## config.mk

```make
export PLATFORM = sky130hd
export DESIGN_NAME = ctrl_io_dr_sequencer
export DESIGN_NICKNAME = d
export VERILOG_FILES = /design/src/rtl/ctrl_io_dr_sequencer.sv
export SDC_FILE = /design/constraint.sdc
export NUM_CORES = 1
export LEC_CHECK = 0
export CAP_MARGIN = 25
export CORE_UTILIZATION = 46
export DETAILED_ROUTE_END_ITERATION = 8
export PLACE_DENSITY = 0.8
export SKIP_LAST_GASP = 1
export SLEW_MARGIN = 20
export SYNTH_ARGS = -nofsm -noshare
export SYNTH_HDL_FRONTEND = slang
export SYNTH_SLANG_ARGS = --single-unit
```

## constraint.sdc

```tcl
create_clock -name UserCLK -period 2.3 [get_ports UserCLK]
set_clock_uncertainty 0.15 [all_clocks]
set_input_delay 0.345 -clock UserCLK [delete_from_list [all_inputs] [get_ports UserCLK]]
set_output_delay 0.345 -clock UserCLK [all_outputs]
set_load 0.05 [all_outputs]
```

## src/rtl/ctrl_io_dr_sequencer.sv

```systemverilog
// ctrl_IO dual-rail sequencer: runs precharge/evaluate on the tile's A_* pins,
// encodes and decodes host bits, and reports codeword and fabric faults.
//
// state | meaning
// IDLE  | precharged, waiting for en
// PRECH | precharge phase; host token accepted on its last cycle
// EVAL  | evaluate phase; rails carry the token, fabric rails checked on last cycle
// ALARM | sticky fault held with rails precharged until fault_clr
module ctrl_io_dr_sequencer #(
    parameter int PRECH_CYCLES = 1,
    parameter int EVAL_CYCLES  = 2,
    parameter int FAULT_STICKY = 1
) (
    input  logic       UserCLK,
    input  logic       rst,
    input  logic       en,
    input  logic       tx_data,
    input  logic       tx_valid,
    output logic       tx_ready,
    output logic       rx_data,
    output logic       rx_valid,
    input  logic       fault_clr,
    output logic       fault,
    output logic [2:0] fault_code,
    output logic       A_O_top_0_t,
    output logic       A_O_top_0_f,
    output logic       A_prech2,
    output logic       A_DR_fault,
    input  logic       A_I_top_0_t,
    input  logic       A_I_top_0_f,
    input  logic       A_T_top,
    input  logic       A_F_ctrl
);

    localparam int MAXC = (PRECH_CYCLES > EVAL_CYCLES) ? PRECH_CYCLES : EVAL_CYCLES;
    localparam int CW   = (MAXC > 1) ? $clog2(MAXC) : 1;
    localparam logic [CW-1:0] PRECH_LAST = CW'(PRECH_CYCLES - 1);
    localparam logic [CW-1:0] EVAL_LAST  = CW'(EVAL_CYCLES - 1);

    localparam logic [2:0] FC_NONE  = 3'b000;
    localparam logic [2:0] FC_PRECH = 3'b001;
    localparam logic [2:0] FC_BOTH  = 3'b010;
    localparam logic [2:0] FC_INCMP = 3'b011;
    localparam logic [2:0] FC_FCTRL = 3'b100;

    typedef enum logic [1:0] {
        S_IDLE  = 2'd0,
        S_PRECH = 2'd1,
        S_EVAL  = 2'd2,
        S_ALARM = 2'd3
    } state_t;

    state_t          r_state;
    logic [CW-1:0]   r_cnt;
    logic            r_tok;
    logic            r_bit;
    logic            r_prech2;
    logic            r_o_t;
    logic            r_o_f;
    logic            r_rx_data;
    logic            r_rx_valid;
    logic            r_fault;
    logic [2:0]      r_code;

    state_t          w_state_nx;
    logic [CW-1:0]   w_cnt_nx;
    logic            w_prech_last;
    logic            w_eval_last;
    logic            w_accept;
    logic            w_tok_nx;
    logic            w_bit_nx;
    logic            w_prech2_nx;
    logic [1:0]      w_rails_nx;
    logic [1:0]      w_i;
    logic            w_chk;
    logic            w_det_f;
    logic            w_det_p;
    logic            w_det_b;
    logic            w_det_i;
    logic            w_det_any;
    logic [2:0]      w_code_det;
    logic            w_decode;

    assign w_prech_last = (r_state == S_PRECH) && (r_cnt == PRECH_LAST);
    assign w_eval_last  = (r_state == S_EVAL) && (r_cnt == EVAL_LAST);
    assign tx_ready     = w_prech_last && en;
    assign w_accept     = tx_ready && tx_valid;
    assign w_i          = {A_I_top_0_t, A_I_top_0_f};

    // Next-state and phase counter
    always_comb begin
        w_state_nx = r_state;
        case (r_state)
            S_IDLE:  if (en) w_state_nx = S_PRECH;
            S_PRECH: begin
                if (!en)               w_state_nx = S_IDLE;
                else if (w_prech_last) w_state_nx = S_EVAL;
            end
            S_EVAL:  if (w_eval_last) w_state_nx = en ? S_PRECH : S_IDLE;
            S_ALARM: if (fault_clr) w_state_nx = S_IDLE;
            default: w_state_nx = S_IDLE;
        endcase
        if ((FAULT_STICKY != 0) && w_det_any && (r_state != S_ALARM))
            w_state_nx = S_ALARM;

        w_cnt_nx = '0;
        if ((w_state_nx == r_state) &&
            (((r_state == S_PRECH) && !w_prech_last) || ((r_state == S_EVAL) && !w_eval_last)))
            w_cnt_nx = r_cnt + CW'(1);
    end

    // Checks, decode and next values of the registered outputs
    always_comb begin
        w_chk   = !A_T_top;
        w_det_f = A_F_ctrl && (r_state != S_IDLE);
        w_det_p = w_chk && w_prech_last && (w_i != 2'b00);
        w_det_b = w_chk && w_eval_last && (w_i == 2'b11);
        w_det_i = w_chk && w_eval_last && (w_i == 2'b00) && r_tok;
        w_det_any = w_det_f || w_det_p || w_det_b || w_det_i;

        w_code_det = FC_NONE;
        if (w_det_f)      w_code_det = FC_FCTRL;
        else if (w_det_b) w_code_det = FC_BOTH;
        else if (w_det_p) w_code_det = FC_PRECH;
        else if (w_det_i) w_code_det = FC_INCMP;

        w_decode = w_chk && w_eval_last && (w_i[1] ^ w_i[0]) && !w_det_any;

        // A PRECH that ends without an accept carries a null token into EVAL
        w_tok_nx = w_prech_last ? w_accept : r_tok;
        w_bit_nx = w_accept ? tx_data : r_bit;

        w_prech2_nx = (w_state_nx != S_EVAL);
        w_rails_nx  = 2'b00;
        if ((w_state_nx == S_EVAL) && w_tok_nx)
            w_rails_nx = {w_bit_nx, ~w_bit_nx};
    end

    always_ff @(posedge UserCLK) begin
        if (rst) begin
            r_state    <= S_IDLE;
            r_cnt      <= '0;
            r_tok      <= 1'b0;
            r_bit      <= 1'b0;
            r_prech2   <= 1'b1;
            r_o_t      <= 1'b0;
            r_o_f      <= 1'b0;
            r_rx_data  <= 1'b0;
            r_rx_valid <= 1'b0;
            r_fault    <= 1'b0;
            r_code     <= FC_NONE;
        end else begin
            r_state    <= w_state_nx;
            r_cnt      <= w_cnt_nx;
            r_tok      <= w_tok_nx;
            r_bit      <= w_bit_nx;
            r_prech2   <= w_prech2_nx;
            r_o_t      <= w_rails_nx[1];
            r_o_f      <= w_rails_nx[0];
            r_rx_valid <= w_decode;
            if (w_decode)
                r_rx_data <= A_I_top_0_t;
            if (FAULT_STICKY != 0) begin
                // First code wins; only fault_clr in ALARM releases it
                if (r_state == S_ALARM) begin
                    if (fault_clr) begin
                        r_fault <= 1'b0;
                        r_code  <= FC_NONE;
                    end
                end else if (w_det_any) begin
                    r_fault <= 1'b1;
                    r_code  <= w_code_det;
                end
            end else begin
                r_fault <= w_det_any;
                if (w_det_any)
                    r_code <= w_code_det;
            end
        end
    end

    assign A_prech2    = r_prech2;
    assign A_O_top_0_t = r_o_t;
    assign A_O_top_0_f = r_o_f;
    assign rx_data     = r_rx_data;
    assign rx_valid    = r_rx_valid;
    assign fault       = r_fault;
    assign fault_code  = r_code;
    assign A_DR_fault  = r_fault;

endmodule
```

=== Word-level counts from Yosys, hierarchy flattened ===
Cells that the tools add are included.

* Latch bits: 0
* Output and inout bits: 11
* Memory bits (read-only): 0
* Logic and storage cells: 80
* Register bits: 14
* Memories kept: 0
* Bits of input ports: 10
* Memory bits (writable): 0

* $mul: 0
* Shift-type cells: 0
* Equal/unequal tests: 9
* Add/sub/neg operators: 1
* Bitwise logic cells: 5
* Divide/modulo/power cells: 0
* Reduce and logical (&&, ||, !) cells: 34
* $lt $le $gt $ge: 0
* Multiplexer cells: 20

{| class="wikitable"
|+ Operators with widths
! cell !! number
|-
| logical AND 1 bit || 18
|-
| two-way mux 2 bit || 9
|-
| two-way mux 3 bit || 4
|-
| == test 2 bit, second input constant || 4
|-
| one-hot mux 2 bit (4 select lines) || 1
|-
| two-way mux 1 bit || 6
|-
| inequality test 2 bit, second input constant || 3
|-
| nonzero test 2 bit || 3
|-
| logical NOT 1 bit || 4
|-
| logical NOT 2 bit || 2
|-
| logical OR 1 bit || 4
|-
| inverter 1 bit || 4
|-
| OR reduction 2 bit || 2
|-
| == test 2 x 1 -> 1 bit, second input constant || 1
|-
| == test 2 bit || 1
|-
| AND reduction 2 bit || 1
|-
| adder 1 bit, second input constant || 1
|-
| XOR 1 bit || 1
|}

=== Depth between registers and ports, before layout ===
* Depth after elaboration: 13
* Depth in mapped cells: 6
* Gate-level depth less buffers: 6

=== Worst setup path before layout ===
Ideal clock, no wire load.

* Path type: input -> register
* Start point: input port A_I_top_0_t
* End point: register r_prech2, in the netlist A_prech2
* Path buffers: 0
* Data required time: 2023 ps
* Data arrival time: 1517 ps
* Slack: 506 ps
* Stages on the path: 6
* Cell sequence: inv_1 -> ha_1 -> and2_1 -> a32oi_2 -> nand3_2 -> or3_1

* Longest elaborated chain between the ends: 8
* Elaborated cells between the ends (all ways): 13
* Classes of those cells: 2 x eq/ne; 1 x mux; 10 x reduce/logical

{| class="wikitable"
|+ Ends and longest elaborated chain
! item !! line !! text
|-
| start: declaration || 29 || <nowiki>input logic A_I_top_0_t,</nowiki>
|-
| nonzero test 2 bit || 116 || <nowiki>w_det_p = w_chk && w_prech_last && (w_i != 2'b00);</nowiki>
|-
| logical AND 1 bit || 116 ||
|-
| logical OR 1 bit (2 in a row) || 119 || <nowiki>w_det_any = w_det_f || w_det_p || w_det_b || w_det_i;</nowiki>
|-
| logical OR 1 bit * || 119 ||
|-
| logical AND 1 bit * || 103 || <nowiki>if ((FAULT_STICKY != 0) && w_det_any && (r_state != S_ALARM))</nowiki>
|-
| two-way mux 2 bit * || 103 ||
|-
| inequality test 2 bit * || 133 || <nowiki>w_prech2_nx = (w_state_nx != S_EVAL);</nowiki>
|-
| end signal: assignment || 157 || <nowiki>r_prech2 <= w_prech2_nx;</nowiki>
|-
| end: declaration || 57 || <nowiki>logic r_prech2;</nowiki>
|}

Every way passes the cells marked *; elsewhere a longest branch is shown, timed or not.
A chain may end at the register's enable or synchronous reset.

=== Worst setup path in the final report ===
Ends and elaborated chain as after synthesis.

==> flow_summary_export.csv <==
group,metric,value,unit
cts,post_cts_buffers,0,
critical_path,required,2.33,ns
timing,worst_pin_slew,0.502,ns
power_and_ir_drop,p_int,521,uW
routing,drc,0,
floorplan,rows,14,
synth,synth_largest_area_cell,"dfxtp_1",
critical_path,path_class,"input pin to flip-flop",
timing,finalSetupViolCount,0,
cells_and_area,antenna_cells,0,
floorplan,coreArea,1540,um^2
synth,synth.distinct_cells,42,
floorplan,die_h,42.9,um
timing,hold_viol_final,0,
critical_path,cp-start-kind,"input pin",
floorplan,start_util,49.8,%
synth,synthTopCellsByArea,"dfxtp_1 (36%), nand2b_1 (6.5%), ha_1 (3.3%)",
global_routing,grtUsageTotal,20.0,%
global_routing,antenna_found_initial,0,
synth,synth_ff_type,"dfxtp_1",
synth,synth_area,768,um^2
critical_path,cp_cell_sequence,"clkdlybuf4s50_1 > inv_1 > ha_1 > and2_1 > a32oi_2 > nand3_2 > or3_1",
global_routing,grt_pass1_wl,2620,um
synth,synthesis.instances,84,
cells_and_area,regArea,280,um^2
global_routing,grt_max_degree,13,
cells_and_area,layout_common_cells,"clkdlybuf4s50_1 (19), dfxtp_1 (14), nand2b_1 (8), nor2_1 (6)",
cts,clk_path_buf_depth,2,
floorplan,io_pins,21,
power_and_ir_drop,seq_power_share,37.2,%
cts,cts_hold_buf,0,
place,dp_hpwl,1240,um
power_and_ir_drop,p_per_area,821,nW/um^2
cells_and_area,layout_commonest_cell,"clkdlybuf4s50_1",
timing,whs,0.324,ns
power_and_ir_drop,p_sw,321,uW
cells_and_area,layout.nets,120,
timing,slew_violations,0,
power_and_ir_drop,vdd.ir_drop.worst,445,uV
cts,cts_root_buf,"clkbuf_4",
global_routing,grt_pass1_vias,607,
critical_path,crit_path_start,"A_I_top_0_t",
timing,slew_headroom,66.4,%
critical_path,r2r-start,"r_state[0]",
synth,ys_seq_area_share,36.5,%
cells_and_area,syn2layout_area_growth,33.5,%
cts,cts_buffers,3,
floorplan,die_w,42.9,um
cts,cts.repair.resized,0,
run,cap_violations,0,
place,place.gp.congestion,0.811,
routing,drt-pass1-iter-count,4,
power_and_ir_drop,power_leakage,0.407,nW
power_and_ir_drop,report.power.total,842,uW
synth,async_reset_ff_share,0,%
timing,finalCritPeriodShare,87.3,%
routing,routedWlPerCell,13.5,um
timing,period_needed,2.01,ns
cells_and_area,fillers,132,
worst_hold_path,hold_class,"flip-flop to flip-flop",
power_and_ir_drop,p_comb_share,41.1,%
global_routing,overflow,0,
cells_and_area,multi_input_area,434,um^2
timing,fmax,498,MHz
critical_path,cpPeakStageDelay,0.53,ns
cts,cts.sinks,14,
outcome,status,"finished clean",
cts,cts_tree,"yes",
synth,syn_area_per_cell,9.15,um^2
cells_and_area,drive_gt1_share,14.0,%
critical_path,slowest_stage,"clkdlybuf4s50_1",
cts,clkSlewWorstSetupHoldPaths,0.09,ns
power_and_ir_drop,power.clock.fraction,21.7,%
cts,htreeDepth,1,
synth,syn-num-nets,96,
power_and_ir_drop,p_sw_share,38.1,%
routing,vias,715,
critical_path,cp_max_fo,3,
worst_hold_path,holdCritStartpoint,"rx_data",
cts,clock_latency,0.29,ns
synth,ys_seq_elements,14,
place,port_buffers,20,
critical_path,cp.buffers_inverters,2,
critical_path,endpoint_kind,"flip-flop",
timing,rsz0062_at_grt,"no",
cells_and_area,largest_register_ffs,3,
synth,synth_enable_flop_cells,0,
floorplan,dieArea,1840,um^2
critical_path,worstPathArrival,2.04,ns
synth,synth_top_area_share,36.5,%
routing,wirelength,1660,um
routing,vias_per_cell,5.81,
critical_path,path_delay_family,"simple AND/OR/NAND/NOR gates",
timing,fin_tns_setup,0,ns
synth,yosysWarnings,0,
routing,ant_nets,0,
routing,drt_iter0_markers,16,
-- power groups by stage --
stage | registers [mW] | logic (mW) | clock network [mW]
final | 0.313 | 0.346 | 0.183
after global routing | 0.319 | 0.375 | 0.196
after CTS | 0.313 | 0.347 | 0.183
after global placement | 0.317 | 0.338 | 0
after detailed placement | 0.318 | 0.346 | 0
after floorplan | 0.340 | 0.220 | 0
-- logic make-up after synthesis --
| family | Yosys count | synth area share (%) |
|---|---|---|
| and+or+nand+nor | 40 | 33.9 |
| DFF | 14 | 36.5 |
| AOI/OAI and AO/OA | 17 | 16.8 |
| adders and majority gates | 2 | 3.26 |
| muxes | 2 | 2.61 |
| buffers and inverters | 9 | 7.00 |
-- final timing paths --
path         cells past startpoint  endpoint  slack, ns
max reg2reg                      4  A_prech2       0.43
min                              2   rx_data       0.32
min reg2reg                      2   rx_data       0.32
max                              7  A_prech2       0.29
-- routing by layer --
layer  track usage [%]  vias to the layer above  wire [um]
met5                 0                        -          0
met4              11.9                        0         35
met3              8.09                        4         94
met2              28.8                       21        763
met1              24.7                      334        765
li1                  -                      356          -
-- tightest hold or removal path, delay by kind of cell (launching register included) --
kind / cells / cell delay, ns
flops: 1 / 0.32
mux: 1 / 0.06
simple gates: 1 / 0.06
-- layout make-up --
| class | instances | share of cell area [%] |
|---|---|---|
| multi-input combinational | 61 | 42.3 |
| timing repair buffer | 24 | 23.4 |
| tap | 16 | 1.95 |
| clock buffer | 4 | 3.54 |
| sequential | 14 | 27.3 |
| inverter | 4 | 1.46 |
-- metrics by stage --
stage | instances | utilization [%] | setup slack (ns) | instance area, um^2
3_5_place_dp | 119 | 64.2 | 0.0285 | 990
4_1_cts | 123 | 66.6 | 0.320 | 1030
6_report | 123 | 66.6 | 0.291 | 1030
2_1_floorplan | 84 | - | 0.506 | 768
5_1_grt | 123 | 66.6 | 0.258 | 1030
3_3_place_gp | 119 | 64.2 | 0.0812 | 990
-- cell usage after synthesis, types with 2 or more instances --
| cell type | number |
|---|---|
| a31oi_1 | 2 |
| nand3_1 | 2 |
| dfxtp_1 | 14 |
| nor2_1 | 6 |
| nand2b_1 | 8 |
| o21ai_1 | 2 |
| mux2i_1 | 2 |
| inv_1 | 4 |
| nor3_1 | 3 |
| ha_1 | 2 |
| nor2b_1 | 3 |
| nand2_1 | 3 |
| buf_6 | 2 |
| a21oi_1 | 3 |
Power figures use the tool's default switching activity.
==> edit (same flow settings) <==
Encoding of `state_t`: now one-hot (4 bits for 4 states).
--- a/src/rtl/ctrl_io_dr_sequencer.sv
+++ b/src/rtl/ctrl_io_dr_sequencer.sv
@@ -44,9 +44,9 @@
     localparam logic [2:0] FC_FCTRL = 3'b100;
 
-    typedef enum logic [1:0] {
-        S_IDLE  = 2'd0,
-        S_PRECH = 2'd1,
-        S_EVAL  = 2'd2,
-        S_ALARM = 2'd3
+    typedef enum logic [3:0] {
+        S_IDLE  = 4'b0001,
+        S_PRECH = 4'b0010,
+        S_EVAL  = 4'b0100,
+        S_ALARM = 4'b1000
     } state_t;
 
Function: same outputs for any inputs over 10 cycles, from zero or initial values and one cycle with rst high; not proved beyond that.
==> edit against the unedited design <==
Combinational power down 19%; global-route usage rose by 2.6 points; setup slack worse by 58 ps; cell area grew 13%; die area grew 11%; largest power group is now registers; routed wire length up 29%; worst hold slack gained 13 ps; synthesized area rose by 12%; clock power up 7%; sequential cell count up 2; power fell by 4.5%.
==> edit: results (changes against the unedited design) <==
status=finished clean; vias in the first global route=807 (+33%); Synth Area in Adders=0.0292 (-0.00342); Reg power frac=0.409 (+0.037); synthesized area=858 sq um (+12%); Worst VDD drop=532 uV (+20%); Post-Syn Nets=113 (+18%); Final period util=0.899 (+0.0254); max FFs per register=4 (+1); Filler Cells Inserted=138 (+4.5%); first-pass GRT wire length=3390 um (+29%); total vias in the final route=902 (+26%); Worst Reg2Reg Path Length in Cells=4 (unchanged); Routed WL per cell=14.2 um (+5.2%); synthesis-to-layout area growth=35.3%; Area after DPL=0.00112 sq mm (+14%); pre-CTS WS=-29.4 ps (-57.9 ps); Avg Inst Size Synth=8.50 sq um (-7.1%); nets=139 (+16%); leakage=0.459 nW (+13%); top_reg_cell synth=dfxtp_1; GRT Total Usage=0.226 (+0.0265); die area=0.00204 sq mm (+11%); compound-gate portion of the synthesized area=0.198 (+0.0305); Switching Fraction=0.353 (-0.0279); Clk network pwr share=0.243 (+0.026); Clock group=196 uW (+7%); Slew HR=0.665 (about the same); I/O Buffers=20 (unchanged); clock tree root driver cell=clkbuf_4; critical path startpoint category=flop; Starting DRT DRC Count=40 (+24); CP Capture Point=fault_code[1]; placer congestion estimate=0.924 (+14%); Post-synth top cells=dfxtp_1 (16), nor2_1 (7), nand2_1 (6); share of layout cells above drive strength 1=0.119 (-0.0211); CP max-delay cell=or4b_4; detailed placement HPWL=1530 um (+23%); DRT Wirelength=2140 um (+29%); Max Fanout on Critical Path=9 (+6); main area contributors after synthesis=dfxtp_1 (37%), nor2_1 (3.1%), nor4b_1 (3.1%); clock-pin slew on the worst setup and hold paths=110 ps (+20 ps); post-synthesis mux area share=0.0233 (-0.00274); Netlist cell types=38 (-9.5%); CP arrival=2150 ps (+110 ps); worst flop-to-flop path startpoint=r_state[0]; WHS=336 ps (+12.5 ps); Placed Cells=147 (+24%); Largest delay share family, worst path=simple AND/OR/NAND/NOR gates; post-synthesis sequential area ratio=0.373 (+0.00836); largest net degree at the start of global routing=14 (+1); worst reg2reg setup slack=230 ps (-200 ps)
==> edit: changes by cell type in the layout (fill, tap and decap cells not counted), moves of 2 or more <==
cell / unedited run / this run
nand2b_1: 8 / 4
o21ai_0: 1 / 5
a32oi_1: 0 / 2
nor4b_1: 1 / 3
dfxtp_1: 14 / 16
a211o_1: 0 / 2
nor3_1: 3 / 5
and2_1: 1 / 3
a21oi_1: 3 / 5
a211oi_1: 1 / 3
o21ai_1: 2 / 0
buf_4: 4 / 7
nand2_1: 3 / 6
==> edit: final cells by class <==
cell class | count | area share
inverter | 3 | 0.00970
tap | 25 | 0.0269
timing repair buffer | 27 | 0.226
clock buffer | 4 | 0.0313
multi-input combinational | 76 | 0.430
sequential | 16 | 0.276
==> edit: metal layers <==
layer  vias up  part of all wire  global-route usage
met1       423              0.45               0.290
met2        48              0.45               0.371
met4         0            0.0079              0.0727
li1        425                 -                   -
met3         6             0.089              0.0560
met5         -                 0                   0
